`src/rtl/branch_unit_mp_pkg.sv`:
```
// Shared types for the branch unit.
//   bru_subtype_e       : BRU instruction subtypes (JMP / BNZ / BEZ)
//   BRU_VALID_SUBTYPES  : bit vector indexed by subtype, 1 = legal encoding
//   br_class_e          : divergence class reported to the fetcher
package branch_unit_mp_pkg;

  typedef enum logic [1:0] {
    BRU_JMP = 2'd0,
    BRU_BNZ = 2'd1,
    BRU_BEZ = 2'd2
  } bru_subtype_e;

  localparam logic [3:0] BRU_VALID_SUBTYPES = 4'b0111;

  typedef enum logic [1:0] {
    BR_UNIFORM_TAKEN = 2'd0,
    BR_UNIFORM_FALL  = 2'd1,
    BR_DIVERGENT     = 2'd2
  } br_class_e;

  function automatic logic bru_sub_valid(input bru_subtype_e s);
    return BRU_VALID_SUBTYPES[s];
  endfunction

endpackage

```
`src/rtl/branch_unit_mp_if.sv`:
```
// Bus bundle of the branch unit: operand-collector intake, result-collector
// output and fetcher branch-event output.
//   slave  : the branch unit side
//   master : the surrounding compute unit (or testbench)
interface branch_unit_mp_if #(
  parameter int WarpWidth       = 4,
  parameter int RegWidth        = 32,
  parameter int OperandsPerInst = 2,
  parameter int RegIdxWidth     = 8,
  parameter int PcWidth         = 16,
  parameter int IidWidth        = 6,
  parameter int WidWidth        = 3
) ();
  import branch_unit_mp_pkg::*;

  // operand collector -> unit
  logic                                     eu_to_opc_ready_o;
  logic                                     opc_to_eu_valid_i;
  logic [WarpWidth-1:0]                     opc_to_eu_act_mask_i;
  logic [IidWidth-1:0]                      opc_to_eu_tag_i;
  logic [PcWidth-1:0]                       opc_to_eu_pc_i;
  bru_subtype_e                             opc_to_eu_inst_sub_i;
  logic [RegIdxWidth-1:0]                   opc_to_eu_dst_i;
  logic [OperandsPerInst*WarpWidth*RegWidth-1:0] opc_to_eu_operands_i;
  // unit -> result collector
  logic                                     rc_to_eu_ready_i;
  logic                                     eu_to_rc_valid_o;
  logic [WarpWidth-1:0]                     eu_to_rc_act_mask_o;
  logic [IidWidth-1:0]                      eu_to_rc_tag_o;
  logic [RegIdxWidth-1:0]                   eu_to_rc_dst_o;
  logic [WarpWidth*RegWidth-1:0]            eu_to_rc_data_o;
  // unit -> fetcher
  logic                                     fe_to_bru_ready_i;
  logic                                     bru_to_fe_valid_o;
  logic [WidWidth-1:0]                      bru_to_fe_wid_o;
  logic [WarpWidth-1:0]                     bru_to_fe_taken_mask_o;
  logic [WarpWidth-1:0]                     bru_to_fe_fall_mask_o;
  br_class_e                                bru_to_fe_class_o;
  logic [PcWidth-1:0]                       bru_to_fe_target_pc_o;
  logic [PcWidth-1:0]                       bru_to_fe_fall_pc_o;

  modport slave (
    output eu_to_opc_ready_o,
    input  opc_to_eu_valid_i, opc_to_eu_act_mask_i, opc_to_eu_tag_i, opc_to_eu_pc_i,
    input  opc_to_eu_inst_sub_i, opc_to_eu_dst_i, opc_to_eu_operands_i,
    input  rc_to_eu_ready_i,
    output eu_to_rc_valid_o, eu_to_rc_act_mask_o, eu_to_rc_tag_o, eu_to_rc_dst_o, eu_to_rc_data_o,
    input  fe_to_bru_ready_i,
    output bru_to_fe_valid_o, bru_to_fe_wid_o, bru_to_fe_taken_mask_o, bru_to_fe_fall_mask_o,
    output bru_to_fe_class_o, bru_to_fe_target_pc_o, bru_to_fe_fall_pc_o
  );

  modport master (
    input  eu_to_opc_ready_o,
    output opc_to_eu_valid_i, opc_to_eu_act_mask_i, opc_to_eu_tag_i, opc_to_eu_pc_i,
    output opc_to_eu_inst_sub_i, opc_to_eu_dst_i, opc_to_eu_operands_i,
    output rc_to_eu_ready_i,
    input  eu_to_rc_valid_o, eu_to_rc_act_mask_o, eu_to_rc_tag_o, eu_to_rc_dst_o, eu_to_rc_data_o,
    output fe_to_bru_ready_i,
    input  bru_to_fe_valid_o, bru_to_fe_wid_o, bru_to_fe_taken_mask_o, bru_to_fe_fall_mask_o,
    input  bru_to_fe_class_o, bru_to_fe_target_pc_o, bru_to_fe_fall_pc_o
  );

endinterface

```
`src/rtl/branch_unit_mp_fifo.sv`:
```
// bru_event_fifo: Depth-entry FIFO of type T with valid/ready read side.
//   clk_i, rst_i : clock, synchronous active-high reset
//   push_i/data_i: write strobe and entry (caller only pushes when it may)
//   full_o       : no free entry (a same-cycle pop still frees one)
//   valid_o/ready_i/data_o : head entry handshake; data_o is 0 when empty
module bru_event_fifo #(
  parameter type T     = logic [7:0],
  parameter int  Depth = 2
) (
  input  logic clk_i,
  input  logic rst_i,
  input  logic push_i,
  input  T     data_i,
  output logic full_o,
  output logic valid_o,
  input  logic ready_i,
  output T     data_o
);
  localparam int PtrW = (Depth > 1) ? $clog2(Depth) : 1;
  localparam int CntW = $clog2(Depth + 1);

  T                mem_q [Depth];
  logic [PtrW-1:0] wr_q, rd_q, wr_d, rd_d;
  logic [CntW-1:0] cnt_q, cnt_d;
  logic            pop;

  assign valid_o = (cnt_q != '0);
  assign full_o  = (cnt_q == CntW'(Depth));
  assign pop     = valid_o && ready_i;
  assign data_o  = valid_o ? mem_q[rd_q] : '0;

  // explicit wrap so non-power-of-two depths work
  assign wr_d = (wr_q == PtrW'(Depth - 1)) ? '0 : wr_q + PtrW'(1);
  assign rd_d = (rd_q == PtrW'(Depth - 1)) ? '0 : rd_q + PtrW'(1);

  always_comb begin
    cnt_d = cnt_q;
    case ({push_i, pop})
      2'b10:   cnt_d = cnt_q + CntW'(1);
      2'b01:   cnt_d = cnt_q - CntW'(1);
      default: cnt_d = cnt_q;
    endcase
  end

  always_ff @(posedge clk_i) begin
    if (rst_i) begin
      wr_q  <= '0;
      rd_q  <= '0;
      cnt_q <= '0;
    end else begin
      if (push_i) wr_q <= wr_d;
      if (pop)    rd_q <= rd_d;
      cnt_q <= cnt_d;
    end
  end

  always_ff @(posedge clk_i) begin
    if (push_i) mem_q[wr_q] <= data_i;
  end

`ifndef SYNTHESIS
  logic stall_q;
  T     prev_q;
  always_ff @(posedge clk_i) begin
    if (rst_i) begin
      stall_q <= 1'b0;
      prev_q  <= '0;
    end else begin
      assert (!(push_i && full_o && !pop))
        else $error("bru_event_fifo: push into full FIFO");
      if (stall_q)
        assert (valid_o && data_o == prev_q)
          else $error("bru_event_fifo: head changed while stalled");
      stall_q <= valid_o && !ready_i;
      prev_q  <= data_o;
    end
  end
`endif

endmodule

```
`src/rtl/branch_unit_mp.sv`:
```
// branch_unit_mp: branch execution unit.
//   clk_i, rst_i : clock, synchronous active-high reset
//   bus (slave)  : instruction intake, per-thread result/link output through
//                  a NumStages valid/ready pipeline, and branch events to the
//                  fetcher through a BrqDepth-entry FIFO (1-cycle latency).
module branch_unit_mp
  import branch_unit_mp_pkg::*;
#(
  parameter int NumTags         = 8,
  parameter int RegWidth        = 32,
  parameter int WarpWidth       = 4,
  parameter int NumWarps        = 8,
  parameter int OperandsPerInst = 2,
  parameter int RegIdxWidth     = 8,
  parameter int PcWidth         = 16,
  parameter int NumStages       = 1,
  parameter int BrqDepth        = 2
) (
  input  logic             clk_i,
  input  logic             rst_i,
  branch_unit_mp_if.slave  bus
);
  localparam int TagWidth = $clog2(NumTags);
  localparam int WidWidth = (NumWarps > 1) ? $clog2(NumWarps) : 1;
  localparam int IidWidth = TagWidth + WidWidth;

  typedef logic [IidWidth-1:0]           iid_t;
  typedef logic [PcWidth-1:0]            pc_t;
  typedef logic [WarpWidth-1:0]          act_mask_t;
  typedef logic [WidWidth-1:0]           wid_t;
  typedef logic [RegIdxWidth-1:0]        reg_idx_t;
  typedef logic [WarpWidth*RegWidth-1:0] warp_data_t;

  typedef struct packed {
    wid_t      wid;
    act_mask_t taken;
    act_mask_t fall;
    br_class_e cls;
    pc_t       target;
    pc_t       fall_pc;
  } br_event_t;

  typedef struct packed {
    act_mask_t  mask;
    iid_t       tag;
    reg_idx_t   dst;
    warp_data_t data;
  } rc_pl_t;

  // ---------------- decode / evaluate ----------------
  act_mask_t  act, cond, taken, fall;
  pc_t        pc_inc, target;
  br_class_e  cls;
  warp_data_t res_data;
  logic       unused_ops;

  assign act    = bus.opc_to_eu_act_mask_i;
  assign pc_inc = bus.opc_to_eu_pc_i + pc_t'(1);
  // only op0 low bits and op1 are consumed
  assign unused_ops = ^bus.opc_to_eu_operands_i;

  always_comb begin
    cond     = '0;
    res_data = '0;
    target   = pc_inc;
    for (int i = 0; i < WarpWidth; i++) begin
      case (bus.opc_to_eu_inst_sub_i)
        BRU_JMP: begin
          cond[i] = 1'b1;
          res_data[i*RegWidth +: RegWidth] = RegWidth'(pc_inc);
        end
        BRU_BNZ: begin
          cond[i] = (bus.opc_to_eu_operands_i[(WarpWidth+i)*RegWidth +: RegWidth] != '0);
          res_data[i*RegWidth +: RegWidth] = RegWidth'(cond[i]);
        end
        BRU_BEZ: begin
          cond[i] = (bus.opc_to_eu_operands_i[(WarpWidth+i)*RegWidth +: RegWidth] == '0);
          res_data[i*RegWidth +: RegWidth] = RegWidth'(cond[i]);
        end
        default: begin
          cond[i] = 1'b0;
          res_data[i*RegWidth +: RegWidth] = '1;
        end
      endcase
    end
    // descending scan so the lowest active lane wins
    for (int i = WarpWidth - 1; i >= 0; i--)
      if (act[i]) target = bus.opc_to_eu_operands_i[i*RegWidth +: PcWidth];
  end

  assign taken = act & cond;
  assign fall  = act & ~cond;

  always_comb begin
    if (act == '0)          cls = BR_UNIFORM_FALL;
    else if (taken == act)  cls = BR_UNIFORM_TAKEN;
    else if (taken == '0)   cls = BR_UNIFORM_FALL;
    else                    cls = BR_DIVERGENT;
  end

  // ---------------- intake ----------------
  logic [NumStages:0] rdy;
  logic               brq_full, brq_pop, in_rdy, accept;
  br_event_t          ev_in, ev_out;

  // FIFO term applies to every subtype since every subtype emits an event
  assign in_rdy  = rdy[0] && (!brq_full || brq_pop);
  assign accept  = bus.opc_to_eu_valid_i && in_rdy;
  assign brq_pop = bus.bru_to_fe_valid_o && bus.fe_to_bru_ready_i;
  assign bus.eu_to_opc_ready_o = in_rdy;

  // ---------------- result pipeline ----------------
  logic [NumStages-1:0] vld_q;
  rc_pl_t               pl_q [NumStages];
  rc_pl_t               pl_in;

  assign pl_in = '{mask: act, tag: bus.opc_to_eu_tag_i, dst: bus.opc_to_eu_dst_i,
                   data: res_data};
  assign rdy[NumStages] = bus.rc_to_eu_ready_i;

  for (genvar s = 0; s < NumStages; s++) begin : g_stage
    logic   in_v;
    rc_pl_t in_pl;
    if (s == 0) begin : g_head
      assign in_v  = accept;
      assign in_pl = pl_in;
    end else begin : g_link
      assign in_v  = vld_q[s-1];
      assign in_pl = pl_q[s-1];
    end

    assign rdy[s] = !vld_q[s] || rdy[s+1];

    always_ff @(posedge clk_i) begin
      if (rst_i) begin
        vld_q[s] <= 1'b0;
        pl_q[s]  <= '0;
      end else if (rdy[s]) begin
        vld_q[s] <= in_v;
        if (in_v) pl_q[s] <= in_pl;
      end
    end
  end

  assign bus.eu_to_rc_valid_o    = vld_q[NumStages-1];
  assign bus.eu_to_rc_act_mask_o = pl_q[NumStages-1].mask;
  assign bus.eu_to_rc_tag_o      = pl_q[NumStages-1].tag;
  assign bus.eu_to_rc_dst_o      = pl_q[NumStages-1].dst;
  assign bus.eu_to_rc_data_o     = pl_q[NumStages-1].data;

  // ---------------- branch-event queue ----------------
  assign ev_in = '{wid: bus.opc_to_eu_tag_i[WidWidth-1:0], taken: taken, fall: fall,
                   cls: cls, target: target, fall_pc: pc_inc};

  bru_event_fifo #(.T(br_event_t), .Depth(BrqDepth)) u_brq (
    .clk_i   (clk_i),
    .rst_i   (rst_i),
    .push_i  (accept),
    .data_i  (ev_in),
    .full_o  (brq_full),
    .valid_o (bus.bru_to_fe_valid_o),
    .ready_i (bus.fe_to_bru_ready_i),
    .data_o  (ev_out)
  );

  assign bus.bru_to_fe_wid_o        = ev_out.wid;
  assign bus.bru_to_fe_taken_mask_o = ev_out.taken;
  assign bus.bru_to_fe_fall_mask_o  = ev_out.fall;
  assign bus.bru_to_fe_class_o      = ev_out.cls;
  assign bus.bru_to_fe_target_pc_o  = ev_out.target;
  assign bus.bru_to_fe_fall_pc_o    = ev_out.fall_pc;

`ifndef SYNTHESIS
  logic   rc_stall_q;
  rc_pl_t rc_prev_q;
  always_ff @(posedge clk_i) begin
    if (rst_i) begin
      rc_stall_q <= 1'b0;
      rc_prev_q  <= '0;
    end else begin
      if (bus.opc_to_eu_valid_i)
        assert (bru_sub_valid(bus.opc_to_eu_inst_sub_i))
          else $error("branch_unit_mp: invalid BRU subtype");
      if (rc_stall_q)
        assert (vld_q[NumStages-1] && pl_q[NumStages-1] == rc_prev_q)
          else $error("branch_unit_mp: result changed while stalled");
      rc_stall_q <= vld_q[NumStages-1] && !bus.rc_to_eu_ready_i;
      rc_prev_q  <= pl_q[NumStages-1];
    end
  end
`endif

endmodule

```
`src/flat_wrapper.sv`:
```
// flat-port wrapper written by rule: the top's interface ports become plain ports
module branch_unit_mp_flat import branch_unit_mp_pkg::*;
#(
  parameter int NumTags         = 8,
  parameter int RegWidth        = 32,
  parameter int WarpWidth       = 4,
  parameter int NumWarps        = 8,
  parameter int OperandsPerInst = 2,
  parameter int RegIdxWidth     = 8,
  parameter int PcWidth         = 16,
  parameter int NumStages       = 1,
  parameter int BrqDepth        = 2
)
  (clk_i, rst_i, bus_eu_to_opc_ready_o, bus_opc_to_eu_valid_i, bus_opc_to_eu_act_mask_i, bus_opc_to_eu_tag_i, bus_opc_to_eu_pc_i, bus_opc_to_eu_inst_sub_i, bus_opc_to_eu_dst_i, bus_opc_to_eu_operands_i, bus_rc_to_eu_ready_i, bus_eu_to_rc_valid_o, bus_eu_to_rc_act_mask_o, bus_eu_to_rc_tag_o, bus_eu_to_rc_dst_o, bus_eu_to_rc_data_o, bus_fe_to_bru_ready_i, bus_bru_to_fe_valid_o, bus_bru_to_fe_wid_o, bus_bru_to_fe_taken_mask_o, bus_bru_to_fe_fall_mask_o, bus_bru_to_fe_class_o, bus_bru_to_fe_target_pc_o, bus_bru_to_fe_fall_pc_o);
  branch_unit_mp_if #(.WarpWidth(WarpWidth), .RegWidth(RegWidth), .OperandsPerInst(OperandsPerInst), .RegIdxWidth(RegIdxWidth), .PcWidth(PcWidth), .IidWidth(6), .WidWidth(3)) bus_i ();
  input  logic clk_i;
  input  logic rst_i;
  output wire logic [$bits(bus_i.eu_to_opc_ready_o)-1:0] bus_eu_to_opc_ready_o;
  input wire logic [$bits(bus_i.opc_to_eu_valid_i)-1:0] bus_opc_to_eu_valid_i;
  input wire logic [$bits(bus_i.opc_to_eu_act_mask_i)-1:0] bus_opc_to_eu_act_mask_i;
  input wire logic [$bits(bus_i.opc_to_eu_tag_i)-1:0] bus_opc_to_eu_tag_i;
  input wire logic [$bits(bus_i.opc_to_eu_pc_i)-1:0] bus_opc_to_eu_pc_i;
  input wire logic [$bits(bus_i.opc_to_eu_inst_sub_i)-1:0] bus_opc_to_eu_inst_sub_i;
  input wire logic [$bits(bus_i.opc_to_eu_dst_i)-1:0] bus_opc_to_eu_dst_i;
  input wire logic [$bits(bus_i.opc_to_eu_operands_i)-1:0] bus_opc_to_eu_operands_i;
  input wire logic [$bits(bus_i.rc_to_eu_ready_i)-1:0] bus_rc_to_eu_ready_i;
  output wire logic [$bits(bus_i.eu_to_rc_valid_o)-1:0] bus_eu_to_rc_valid_o;
  output wire logic [$bits(bus_i.eu_to_rc_act_mask_o)-1:0] bus_eu_to_rc_act_mask_o;
  output wire logic [$bits(bus_i.eu_to_rc_tag_o)-1:0] bus_eu_to_rc_tag_o;
  output wire logic [$bits(bus_i.eu_to_rc_dst_o)-1:0] bus_eu_to_rc_dst_o;
  output wire logic [$bits(bus_i.eu_to_rc_data_o)-1:0] bus_eu_to_rc_data_o;
  input wire logic [$bits(bus_i.fe_to_bru_ready_i)-1:0] bus_fe_to_bru_ready_i;
  output wire logic [$bits(bus_i.bru_to_fe_valid_o)-1:0] bus_bru_to_fe_valid_o;
  output wire logic [$bits(bus_i.bru_to_fe_wid_o)-1:0] bus_bru_to_fe_wid_o;
  output wire logic [$bits(bus_i.bru_to_fe_taken_mask_o)-1:0] bus_bru_to_fe_taken_mask_o;
  output wire logic [$bits(bus_i.bru_to_fe_fall_mask_o)-1:0] bus_bru_to_fe_fall_mask_o;
  output wire logic [$bits(bus_i.bru_to_fe_class_o)-1:0] bus_bru_to_fe_class_o;
  output wire logic [$bits(bus_i.bru_to_fe_target_pc_o)-1:0] bus_bru_to_fe_target_pc_o;
  output wire logic [$bits(bus_i.bru_to_fe_fall_pc_o)-1:0] bus_bru_to_fe_fall_pc_o;
  assign bus_eu_to_opc_ready_o = bus_i.eu_to_opc_ready_o;
  assign bus_i.opc_to_eu_valid_i = bus_opc_to_eu_valid_i;
  assign bus_i.opc_to_eu_act_mask_i = bus_opc_to_eu_act_mask_i;
  assign bus_i.opc_to_eu_tag_i = bus_opc_to_eu_tag_i;
  assign bus_i.opc_to_eu_pc_i = bus_opc_to_eu_pc_i;
  assign bus_i.opc_to_eu_inst_sub_i = bus_opc_to_eu_inst_sub_i;
  assign bus_i.opc_to_eu_dst_i = bus_opc_to_eu_dst_i;
  assign bus_i.opc_to_eu_operands_i = bus_opc_to_eu_operands_i;
  assign bus_i.rc_to_eu_ready_i = bus_rc_to_eu_ready_i;
  assign bus_eu_to_rc_valid_o = bus_i.eu_to_rc_valid_o;
  assign bus_eu_to_rc_act_mask_o = bus_i.eu_to_rc_act_mask_o;
  assign bus_eu_to_rc_tag_o = bus_i.eu_to_rc_tag_o;
  assign bus_eu_to_rc_dst_o = bus_i.eu_to_rc_dst_o;
  assign bus_eu_to_rc_data_o = bus_i.eu_to_rc_data_o;
  assign bus_i.fe_to_bru_ready_i = bus_fe_to_bru_ready_i;
  assign bus_bru_to_fe_valid_o = bus_i.bru_to_fe_valid_o;
  assign bus_bru_to_fe_wid_o = bus_i.bru_to_fe_wid_o;
  assign bus_bru_to_fe_taken_mask_o = bus_i.bru_to_fe_taken_mask_o;
  assign bus_bru_to_fe_fall_mask_o = bus_i.bru_to_fe_fall_mask_o;
  assign bus_bru_to_fe_class_o = bus_i.bru_to_fe_class_o;
  assign bus_bru_to_fe_target_pc_o = bus_i.bru_to_fe_target_pc_o;
  assign bus_bru_to_fe_fall_pc_o = bus_i.bru_to_fe_fall_pc_o;
  branch_unit_mp #(.NumTags(NumTags), .RegWidth(RegWidth), .WarpWidth(WarpWidth), .NumWarps(NumWarps), .OperandsPerInst(OperandsPerInst), .RegIdxWidth(RegIdxWidth), .PcWidth(PcWidth), .NumStages(NumStages), .BrqDepth(BrqDepth)) u_core (.clk_i(clk_i), .rst_i(rst_i), .bus(bus_i));
endmodule
```
`config.mk`:
```
export PLATFORM = sky130hd
export DESIGN_NAME = branch_unit_mp_flat
export DESIGN_NICKNAME = d
export VERILOG_FILES = /design/src/rtl/branch_unit_mp_pkg.sv /design/src/rtl/branch_unit_mp_if.sv /design/src/rtl/branch_unit_mp_fifo.sv /design/src/rtl/branch_unit_mp.sv /design/src/flat_wrapper.sv
export SDC_FILE = /design/constraint.sdc
export NUM_CORES = 1
export LEC_CHECK = 0
export CAP_MARGIN = 0
export CORE_AREA = 2 2 193 195
export CTS_CLUSTER_SIZE = 16
export DETAILED_ROUTE_END_ITERATION = 8
export DIE_AREA = 0 0 195 197
export SLEW_MARGIN = 5
export SYNTH_ARGS = -nofsm -noshare
export SYNTH_HDL_FRONTEND = slang
export SYNTH_HIERARCHICAL = 1
export SYNTH_SLANG_ARGS = --single-unit
```
`constraint.sdc`:
```
create_clock -name clk_i -period 8.55 [get_ports clk_i]
set_input_delay 1.71 -clock clk_i [delete_from_list [all_inputs] [get_ports clk_i]]
set_output_delay 1.71 -clock clk_i [all_outputs]
set_load 0.005 [all_outputs]
```
# Word-level counts from Yosys, hierarchy flattened
# Memories as Yosys holds them, arrays and structs flattened. A register that Yosys moved wholly into a read port is not among the register bits.
# Index checks and enable logic that the tools add are counted.
totals:
  regBits: 5
  ram_bits: 236
  inputBits: 297
  output_inout_bits: 194
  word_cells: 71
  memories: 2
classes:
  add_sub_neg: 5
  n_eq_ne: 6
  n_mux: 30
  bitwise_logic: 3
  reduce_logical: 21
memory_table:
  columns: ["name", "words", "width", "read_ports", "rd_clocked_by_memory_dff", "wr", "line_no", "source"]
  rows:
  - ["u_core.pl_q", 1, 146, 1, 0, 1, "branch_unit_mp.sv:114", "rc_pl_t pl_q [NumStages];"]
  - ["u_core.u_brq.mem_q", 2, 45, 1, 1, 1, "branch_unit_mp_fifo.sv:22", "T mem_q [Depth];"]
ops:
  columns: ["op", "count"]
  rows:
  - ["$pmux W32 S3", 4]
  - ["$mux W146", 1]
  - ["$reduce_or A146 Y1", 1]
  - ["$logic_not A32 Y1", 4]
  - ["$reduce_bool A32 Y1", 4]
  - ["$mux W16", 4]
  - ["$mux W45", 1]
  - ["$add A16 B1 Y16 const B", 1]
  - ["$mux W1", 12]
  - ["$pmux W1 S3", 4]
  - ["$and A4 B4 Y4", 2]
  - ["$logic_not A4 Y1", 2]
  - ["$eq A2 B2 Y1 const B", 3]
  - ["$mux W2", 3]
  - ["$eq A2 B1 Y1 const B", 2]
  - ["$eq A4 B4 Y1", 1]
  - ["$not A4 Y4", 1]
  - ["$pmux W2 S2", 1]
  - ["$reduce_bool A2 Y1", 2]
  - ["$logic_and A1 B1 Y1", 3]
  - ["$add A1 B1 Y1 const B", 2]
  - ["$add A2 B1 Y2 const B", 1]
  - ["$logic_not A1 Y1", 2]
  - ["$logic_not A2 Y1", 1]
  - ["2 further kinds", 3]

# Logic depth before layout (Yosys ltp)
# Gate-level depths: netlist (run 1).
depth:
  word_depth: 11
  depth_mapped: 12
  depth_no_buf: 11

# Cells and area by module
# The synthesis (run 1) kept the hierarchy.
by_module_without_submodules:
  columns: ["module", "instances", "cells_each", "area_each_um2", "seq_area_each_um2"]
  rows:
  - ["branch_unit_mp", 1, 438, 3749.8, 1161.1]
  - ["bru_event_fifo", 1, 214, 3597.2, 2802.7]

# Worst setup path after synthesis (run 1)
# Ideal clock, no wire load.
synth_timing:
  kind: "input to register"
  startpoint: "input port bus_fe_to_bru_ready_i"
  endpoint: "memory u_core/u_brq/mem_q[0][0] (netlist name), enable pin"
  setup_ps: 448
  arrival_ps: 4153
  required_ps: 8102
  path_slack_ps: 3949
  cell_stages: 6
  cell_sequence: "nand2_1 -> a21oi_1 -> nand2_1 -> inv_1 -> inv_1 -> nor2_1"
synth_via:
  elab_chain_len: 6
synth_lines:
  columns: ["element", "line_no", "source"]
  rows:
  - ["start: declaration", "flat_wrapper.sv:32", "input wire logic [$bits(bus_i.fe_to_bru_ready_i)-1:0] bus_fe_to_bru_ready_i;"]
  - ["$logic_and A1 B1 Y1", "branch_unit_mp.sv:109", "assign brq_pop = bus.bru_to_fe_valid_o && bus.fe_to_bru_ready_i;"]
  - ["$logic_or A1 B1 Y1", "branch_unit_mp.sv:107", "assign in_rdy = rdy[0] && (!brq_full || brq_pop);"]
  - ["$logic_and A1 B1 Y1", "branch_unit_mp.sv:107", null]
  - ["named net bus_eu_to_opc_ready_o", "flat_wrapper.sv:18", "output wire logic [$bits(bus_i.eu_to_opc_ready_o)-1:0] bus_eu_to_opc_ready_o;"]
  - ["$logic_and A1 B1 Y1", "branch_unit_mp.sv:108", "assign accept = bus.opc_to_eu_valid_i && in_rdy;"]
  - ["named net u_core.accept", "branch_unit_mp.sv:103", "logic brq_full, brq_pop, in_rdy, accept;"]
  - ["$mux W1", "branch_unit_mp_fifo.sv:58", "if (push_i) mem_q[wr_q] <= data_i;"]
  - ["$mux W1 (not written as such)", "branch_unit_mp_fifo.sv:58", null]
  - ["end: declaration", "branch_unit_mp_fifo.sv:22", null]
# The timed path passes the listed nets, and every way through them passes these cells.

# Final worst setup path (run 1)
layout_timing:
  startpoint: "input port bus_fe_to_bru_ready_i"
  endpoint: "output port bus_eu_to_opc_ready_o"
layout_via:
  elab_chain_len: 3
layout_lines:
  columns: ["element", "line_no"]
  rows:
  - ["$logic_and A1 B1 Y1", "branch_unit_mp.sv:109"]
  - ["$logic_or A1 B1 Y1", "branch_unit_mp.sv:107"]
  - ["$logic_and A1 B1 Y1", "branch_unit_mp.sv:107"]
  - ["end: declaration", "flat_wrapper.sv:18"]
# No other way between the ends.

==> metrics, run 1 <==
outcome=complete, no violations; cts hold-fix bufs=0; # port buffers=~430; drt drc=0; Worst EP required=between 6000 and 7000 ps; dpl hpwl=~21000 µm; count of cell types in the netlist=44; crit-path cells=clkdlybuf4s50_1, nand2_1, a21oi_1, clkdlybuf4s50_1; Synth area leaders=edfxtp_1 (52%), buf_4 (11%), mux2i_1 (8.0%); Pre-Repair DR Iteration Count=4; Setup-failing EPs final=0; Synth Flop Type=edfxtp_1; f_max=roughly 210 MHz; Hold Vio Cnt, Final=0; Tmin final=4680 ps; FF-to-FF End=u_core/pl_q[0][98]$_SDFFCE_PN0P_; Post-CTS Setup Inserts=0; clock root cell=clkbuf_16; CTS tree=done; post-cts resize count=0; hold_ws=513 ps; Critical Path Slowest Stage Cell=clkdlybuf4s50_1; Layout Cells excl Fill=between 1000 and 1500; Power Dens Cells=approximately 220 nW/µm²; placed cells=around 1400; drt wl/cell=around 19 µm; Most common cell on crit path=clkdlybuf4s50_1; All-Layer GR Usage=0.139; end point of the critical path=bus_eu_to_opc_ready_o; Worst R2R Path Depth=9; Slew Viols, Final=0; Worst Setup SP=bus_fe_to_bru_ready_i; #FFs+latches synth=approximately 130; Maximum Capacitance Violations=0; post-detailed-routing wire length=approximately 28000 µm; syn_area_per_cell=around 11 µm²; nets=1277; unrepaired setup endpoints after global routing=no; Critical Path Start Type=input pin; number of vias per cell=approximately 4.1; Post-synth EDFFs=128; Worst-Skew Late Latency=430 ps; Die Y=197 µm; Core ar.=36300 µm²; Reg clk slew, reported paths=approximately 60 ps; flop-to-flop setup slack=6030 ps; worst-case clock buffer depth=2; first-pass GRT wire length=a little under 40000 µm; vias in the first global route=about 6000; Final ANT Viol Nets=0; yosys warns=6; CP endpoint kind=primary output; Clock Sinks=approximately 130; Hold Crit Class=reg2reg; WP data arrival=2970 ps; die area=around 38000 µm²; worst rel slew slack=0.373; Syn Nets=between 900 and 1000; share of synthesized registers carrying an async set or reset=0; initial antenna violation count=2; sequential area share after synthesis=0.540; GR Overflow Total=0; num rows=70; top-area cell type share of the netlist area=0.523; placed cell area=11400 µm²; Area growth, synth to finish=62.8%; Leak=around 4.1 nW; H-tree lvl count=4; Routability Congestion=just under 0.8; largest net degree at the start of global routing=65; worst-margin pin slew=between 900 and 1000 ps; fin crit share=0.548; Syn Inst Count=about 650; final instance area=roughly 12000 µm²; CP Max Fanout=2; DR iter-0 viols=257; total number of vias=around 6000; CTS Buf Count=17; max incr delay on CP=550 ps; layout cell share with drive strength beyond 1=0.0618; # IOs=491; Initial Util=0.203; Worst IR Drop VDD=~0.00016 V; Fin Setup TNS=0 ps; final clock skew=between 8 and 9 ps; Horiz. Die Dim=between 150 and 200 µm; cell taking the most area after synthesis=edfxtp_1; RR Startpoint=u_core/u_brq/cnt_q[0]$_SDFFE_PP0P_; Mapped Area=7350 µm²; Worst Path Class, Setup=in2out
flip-flops by register name (all words and copies together), names as in the netlist, named ones only:
| name | count |
|---|---|
| u_core/u_brq/mem_q | 90 |
| u_core/pl_q | 38 |
| u_core/u_brq/cnt_q | 2 |
| u_core/bus.eu_to_rc_valid_o | 1 |
| u_core/u_brq/rd_q | 1 |
| u_core/u_brq/wr_q | 1 |
power breakdown:
part	switching [mW]	internal (mW)	total (mW)
clock network	0.314	0.437	0.751
logic	0.395	0.552	0.947
registers	0.0945	0.852	0.946
cells in the final DEF, fill, tap and decap left out, types with 3 or more instances in the layout:
cell,instances
a21oi_1,44
and2_1,17
and3_1,3
buf_4,10
clkbuf_16,17
clkdlybuf4s50_1,426
clkinv_4,3
clkinvlp_4,3
dfxtp_1,5
edfxtp_1,128
ha_1,6
inv_1,28
inv_6,5
mux2i_1,59
nand2_1,22
nand2b_1,3
nand3_1,5
nand4_1,9
nor2_1,71
nor4_1,31
nor4_2,4
o211ai_1,5
o21ai_0,19
o22ai_1,10
o311a_1,3
xnor2_1,12
xor2_1,6
synth_stat cells, types with 2 or more instances:
| cell | instances |
|---|---|
| and3_1 | 3 |
| ha_1 | 6 |
| xnor2_1 | 12 |
| o211ai_1 | 5 |
| nor2_2 | 2 |
| mux2i_1 | 59 |
| or2_2 | 2 |
| nand2b_1 | 4 |
| clkbuf_1 | 14 |
| nand4_1 | 9 |
| and2_1 | 18 |
| edfxtp_1 | 128 |
| a22oi_1 | 2 |
| nor4_4 | 2 |
| dfxtp_1 | 6 |
| nor4_1 | 31 |
| a21oi_1 | 44 |
| buf_2 | 6 |
| o21ai_1 | 2 |
| nor4_2 | 4 |
| o21ai_0 | 19 |
| nand3_1 | 5 |
| nor2_1 | 72 |
| xor2_1 | 6 |
| a221o_1 | 2 |
| buf_4 | 112 |
| o311a_1 | 3 |
| nand2_1 | 22 |
| inv_1 | 28 |
| o22ai_1 | 10 |
cell families after synthesis:
logic type / Yosys count / share of synthesized area
xor gates and xnor gates: 18 / 0.0215
DFF: 134 / 0.540
and+or+nand+nor: 181 / 0.132
muxes: 59 / 0.0804
adders and majority gates: 6 / 0.0102
AOI/OAI and AO/OA: 93 / 0.0758
buffers and inverters: 161 / 0.140
critical path, delay by kind of cell:
kind                   cells  cell delay, ps
buffers and inverters      2            1020
and+or+nand+nor            1              50
AOI/OAI and AO/OA          1             190
area by class of cell:
class / count / area, µm²
antenna: 2 / 5.00
multi-input combinational: 357 / 2370
inverter: 28 / 105
clock buffer: 18 / 429
fill: 3697 / 24300
sequential: 134 / 3970
tap: 468 / 586
timing repair buffer: 436 / 4340
clock inverter: 14 / 164
metrics by stage:
| step | util | setup WS, ps | power (mW) |
|---|---|---|---|
| floorplan | - | 3950 | 1.36 |
| global placement | 0.313 | 3890 | 1.92 |
| detailed placement | 0.313 | 3860 | 1.93 |
| CTS | 0.330 | 3850 | 2.70 |
| global route | 0.330 | 3800 | 2.78 |
| finish | 0.330 | 3870 | 2.64 |
metal layers:
layer | track usage | wire (µm) | up-vias
met4 | 0.0385 | 318 | 0
met1 | 0.174 | 12000 | 2845
met5 | 0 | 0 | -
li1 | - | - | 2900
met3 | 0.0399 | 1810 | 22
met2 | 0.233 | 13500 | 219
worst min path at each step:
stage | depth (start not counted) | endpoint | slack [ps] | startpoint
floorplan | 2 | flop | 470 | u_core/u_brq/rd_q$_SDFFE_PP0P_
global placement | 2 | flop | 480 | u_core/u_brq/rd_q$_SDFFE_PP0P_
detailed placement | 2 | flop | 490 | u_core/u_brq/rd_q$_SDFFE_PP0P_
CTS | 2 | flop | 510 | u_core/u_brq/rd_q$_SDFFE_PP0P_
global route | 2 | flop | 530 | u_core/u_brq/rd_q$_SDFFE_PP0P_
finish | 2 | flop | 510 | u_core/u_brq/rd_q$_SDFFE_PP0P_
No activity file was read; power rests on OpenSTA's default activity.
==> inputs of run 2 (changes only) <==
- clock period: 8.55 -> 4.5 ns (I/O delays scaled with it)
==> run 2 against run 1 <==
Compared with the run above: core utilization is 0.10 points higher; clock skew is 0.50 ps higher; global-route usage is 0.15 points higher; first-iteration DRC count is 25% lower; combinational power is 95% higher; highest routed layer unchanged; worst setup slack worse by 2700 ps; critical path type is now reg2out; sequential share of layout area is 0.10 points lower; via count is 0.45% higher.
==> metrics, run 2 (synthesis gave the netlist of run 1 again) <==
largest net degree at the start of global routing=65; Met3 Wirelength=roughly 1600 µm; most frequent cells in the layout=clkdlybuf4s50_1 (426), edfxtp_1 (128), nor2_1 (71), mux2i_1 (59), a21oi_1 (44); Clock Sinks=between 100 and 150; max FFs per register=90; Initial Util=0.203; Slew Viols, Final=0; worst-margin pin slew=813 ps; num rows=70; placed cell area=~11000 µm²; outcome=complete, no violations; placed cells=roughly 1400; met2 wire len=around 14000 µm; total power=~5.0 mW; All-Layer GR Usage=0.140; vias in the first global route=6019; initial antenna violation count=2; Core ar.=36300 µm²; # port buffers=between 400 and 500; Maximum Capacitance Violations=0; Leak=around 4.2 nW; Worst EP required=about 3600 ps; Worst IR Drop VDD=0.000237 V; Worst Path Class, Setup=reg2out; post-cts resize count=0; final clock skew=around 8.7 ps; final instance area=between 10000 and 15000 µm²; Critical Path Start Type=flop; dpl hpwl=~22000 µm; Die Y=~200 µm; Reg clk slew, reported paths=approximately 70 ps; H-tree lvl count=4; worst-case clock buffer depth=2; CTS Buf Count=17; Fin Setup TNS=0 ps; Top Layer Used=met4; layout cell share with drive strength beyond 1=0.0693; fin crit share=0.730; number of vias per cell=between 4 and 5; # IOs=491; Area growth, synth to finish=63.3%; DR iter-0 viols=between 150 and 200; Pre-Repair DR Iteration Count=4; most common cell after layout, fill and taps aside=clkdlybuf4s50_1; Setup-failing EPs final=0; Tmin final=3290 ps; WP data arrival=2390 ps; clock root cell=clkbuf_16; unrepaired setup endpoints after global routing=no; Hold Vio Cnt, Final=0; worst rel slew slack=0.456; first-pass GRT wire length=between 30000 and 40000 µm; Reg with most FFs=u_core/u_brq/mem_q; Layout Cells excl Fill=roughly 1500; Routability Congestion=0.779; CTS tree=done; Power Dens Cells=between 400 and 500 nW/µm²; total number of vias=around 6000; nets=between 1000 and 1500; drt wl/cell=~19 µm; cts hold-fix bufs=0; CP endpoint kind=primary output; Post-CTS Setup Inserts=0; GR Overflow Total=0; Final WS setup=roughly 1200 ps; Horiz. Die Dim=between 150 and 200 µm; final core occ=0.331; drt drc=0; pre-CTS WS=~1200 ps; CP Max Fanout=30; Worst-Skew Late Latency=410 ps; hold_ws=508 ps; f_max=304 MHz; die area=38400 µm²; Final ANT Viol Nets=0; Met1 Routed Length=between 10000 and 15000 µm; Hold Crit Class=reg2reg; Regs by FF count=u_core/u_brq/mem_q x90, u_core/pl_q x38, u_core/u_brq/cnt_q x2; post-detailed-routing wire length=around 28000 µm
run 2: cell count changes in the layout (fill, tap and decap cells not counted), sizes merged:
cell,delta
clkinvlp,-1
buf,+8
clkinv,+2
bufinv,-1
run 2: where the power goes:
group	internal, mW	switching (mW)
clock network	0.776	0.595
logic	1.06	0.790
registers	1.62	0.149
total	3.45	1.53
run 2: critical path: stages, from the launching register on:
cell             delay, ps
dfxtp_4                750
buf_4                  350
mux2i_1                100
nor2_1                 190
clkdlybuf4s50_1        580
run 2: path summary, 6_finish.rpt:
check | from | end | slack (ps) | cells after the start
max | flop | bus_bru_to_fe_taken_mask_o[1] | 1210 | 4
min | u_core/u_brq/rd_q$_SDFFE_PP0P_ | u_core/u_brq/rd_q$_SDFFE_PP0P_ | 510 | 2
max reg2reg | u_core/u_brq/cnt_q[0]$_SDFFE_PP0P_ | u_core/u_brq/mem_q[1][27]$_DFFE_PP_ | 1990 | 8
min reg2reg | u_core/u_brq/rd_q$_SDFFE_PP0P_ | u_core/u_brq/rd_q$_SDFFE_PP0P_ | 510 | 2
run 2: cell type report:
class	instances	area, µm²
Antenna cell	2	5.00
Clock buffer	18	429
Clock inverter	14	140
Fill cell	3730	24300
Inverter	28	105
Multi-Input combinational cell	357	2370
Sequential cell	134	3970
Tap cell	468	586
Timing Repair Buffer	444	4400
run 2: layer usage:
| metal | up-vias | GRT usage |
|---|---|---|
| met2 | 217 | 0.238 |
| met5 | - | 0 |
| li1 | 2912 | - |
| met3 | 18 | 0.0329 |
| met4 | 0 | 0.0376 |
| met1 | 2866 | 0.179 |
==> patch: new RTL, config.mk and constraints of run 2 <==
`RegWidth` is set to 32 in 3 places; all go to 64.
--- a/src/rtl/branch_unit_mp_if.sv
+++ b/src/rtl/branch_unit_mp_if.sv
@@ -4,7 +4,7 @@
 //   master : the surrounding compute unit (or testbench)
 interface branch_unit_mp_if #(
   parameter int WarpWidth       = 4,
-  parameter int RegWidth        = 32,
+  parameter int RegWidth        = 64,
   parameter int OperandsPerInst = 2,
   parameter int RegIdxWidth     = 8,
   parameter int PcWidth         = 16,
--- a/src/rtl/branch_unit_mp.sv
+++ b/src/rtl/branch_unit_mp.sv
@@ -7,7 +7,7 @@
   import branch_unit_mp_pkg::*;
 #(
   parameter int NumTags         = 8,
-  parameter int RegWidth        = 32,
+  parameter int RegWidth        = 64,
   parameter int WarpWidth       = 4,
   parameter int NumWarps        = 8,
   parameter int OperandsPerInst = 2,
--- a/src/flat_wrapper.sv
+++ b/src/flat_wrapper.sv
@@ -2,7 +2,7 @@
 module branch_unit_mp_flat import branch_unit_mp_pkg::*;
 #(
   parameter int NumTags         = 8,
-  parameter int RegWidth        = 32,
+  parameter int RegWidth        = 64,
   parameter int WarpWidth       = 4,
   parameter int NumWarps        = 8,
   parameter int OperandsPerInst = 2,
Ports: changed (resized bus_eu_to_rc_data_o and bus_opc_to_eu_operands_i); port bits go from 491 to 875. No check against the original RTL was run, so the function may have changed too.
==> patch against run 2 <==
The run now fails in I/O pin placement; synthesized cell count increased by 27%; area after synthesis increased by 17%.
==> patch: results (changes against run 2) <==
synth.top_cells.by_area: "edfxtp_1, buf_4, mux2i_1, nor4_1, nor2_1"
syn_avg_cell_area_um2: 10.3  # -8.3%
error: "[ERROR PPL-0024] Number of IO pins (875) exceeds maximum number of available positions (702). Increase the die perimeter from 784.00um to 1190.00um."
ys_warn_count: 6  # unchanged
synth_cell_types: 40  # -9.1%
async_flop_share: 0  # unchanged
synth_nets: 1389  # +45%
seq_area_frac_synth: 0.462  # -0.0772
synthTopCellsByCount: "buf_4, edfxtp_1, nor2_1"
synth_edf_count: 128  # unchanged
lastStage: "I/O pin placement"
ys_ff_latch: 134  # unchanged
ys.flop_type: "edfxtp_1"
outcome: "stopped before the end"
## patch: cells by family after synthesis
group                    share of synthesized area
flip-flops                                   0.462
adder cells (fa/ha/maj)                    0.00876
AND/OR/NAND/NOR                              0.148
buffers and inverters                        0.233
multiplexers                                0.0784
AO/OA/AOI/OAI                               0.0506
XOR/XNOR                                    0.0184
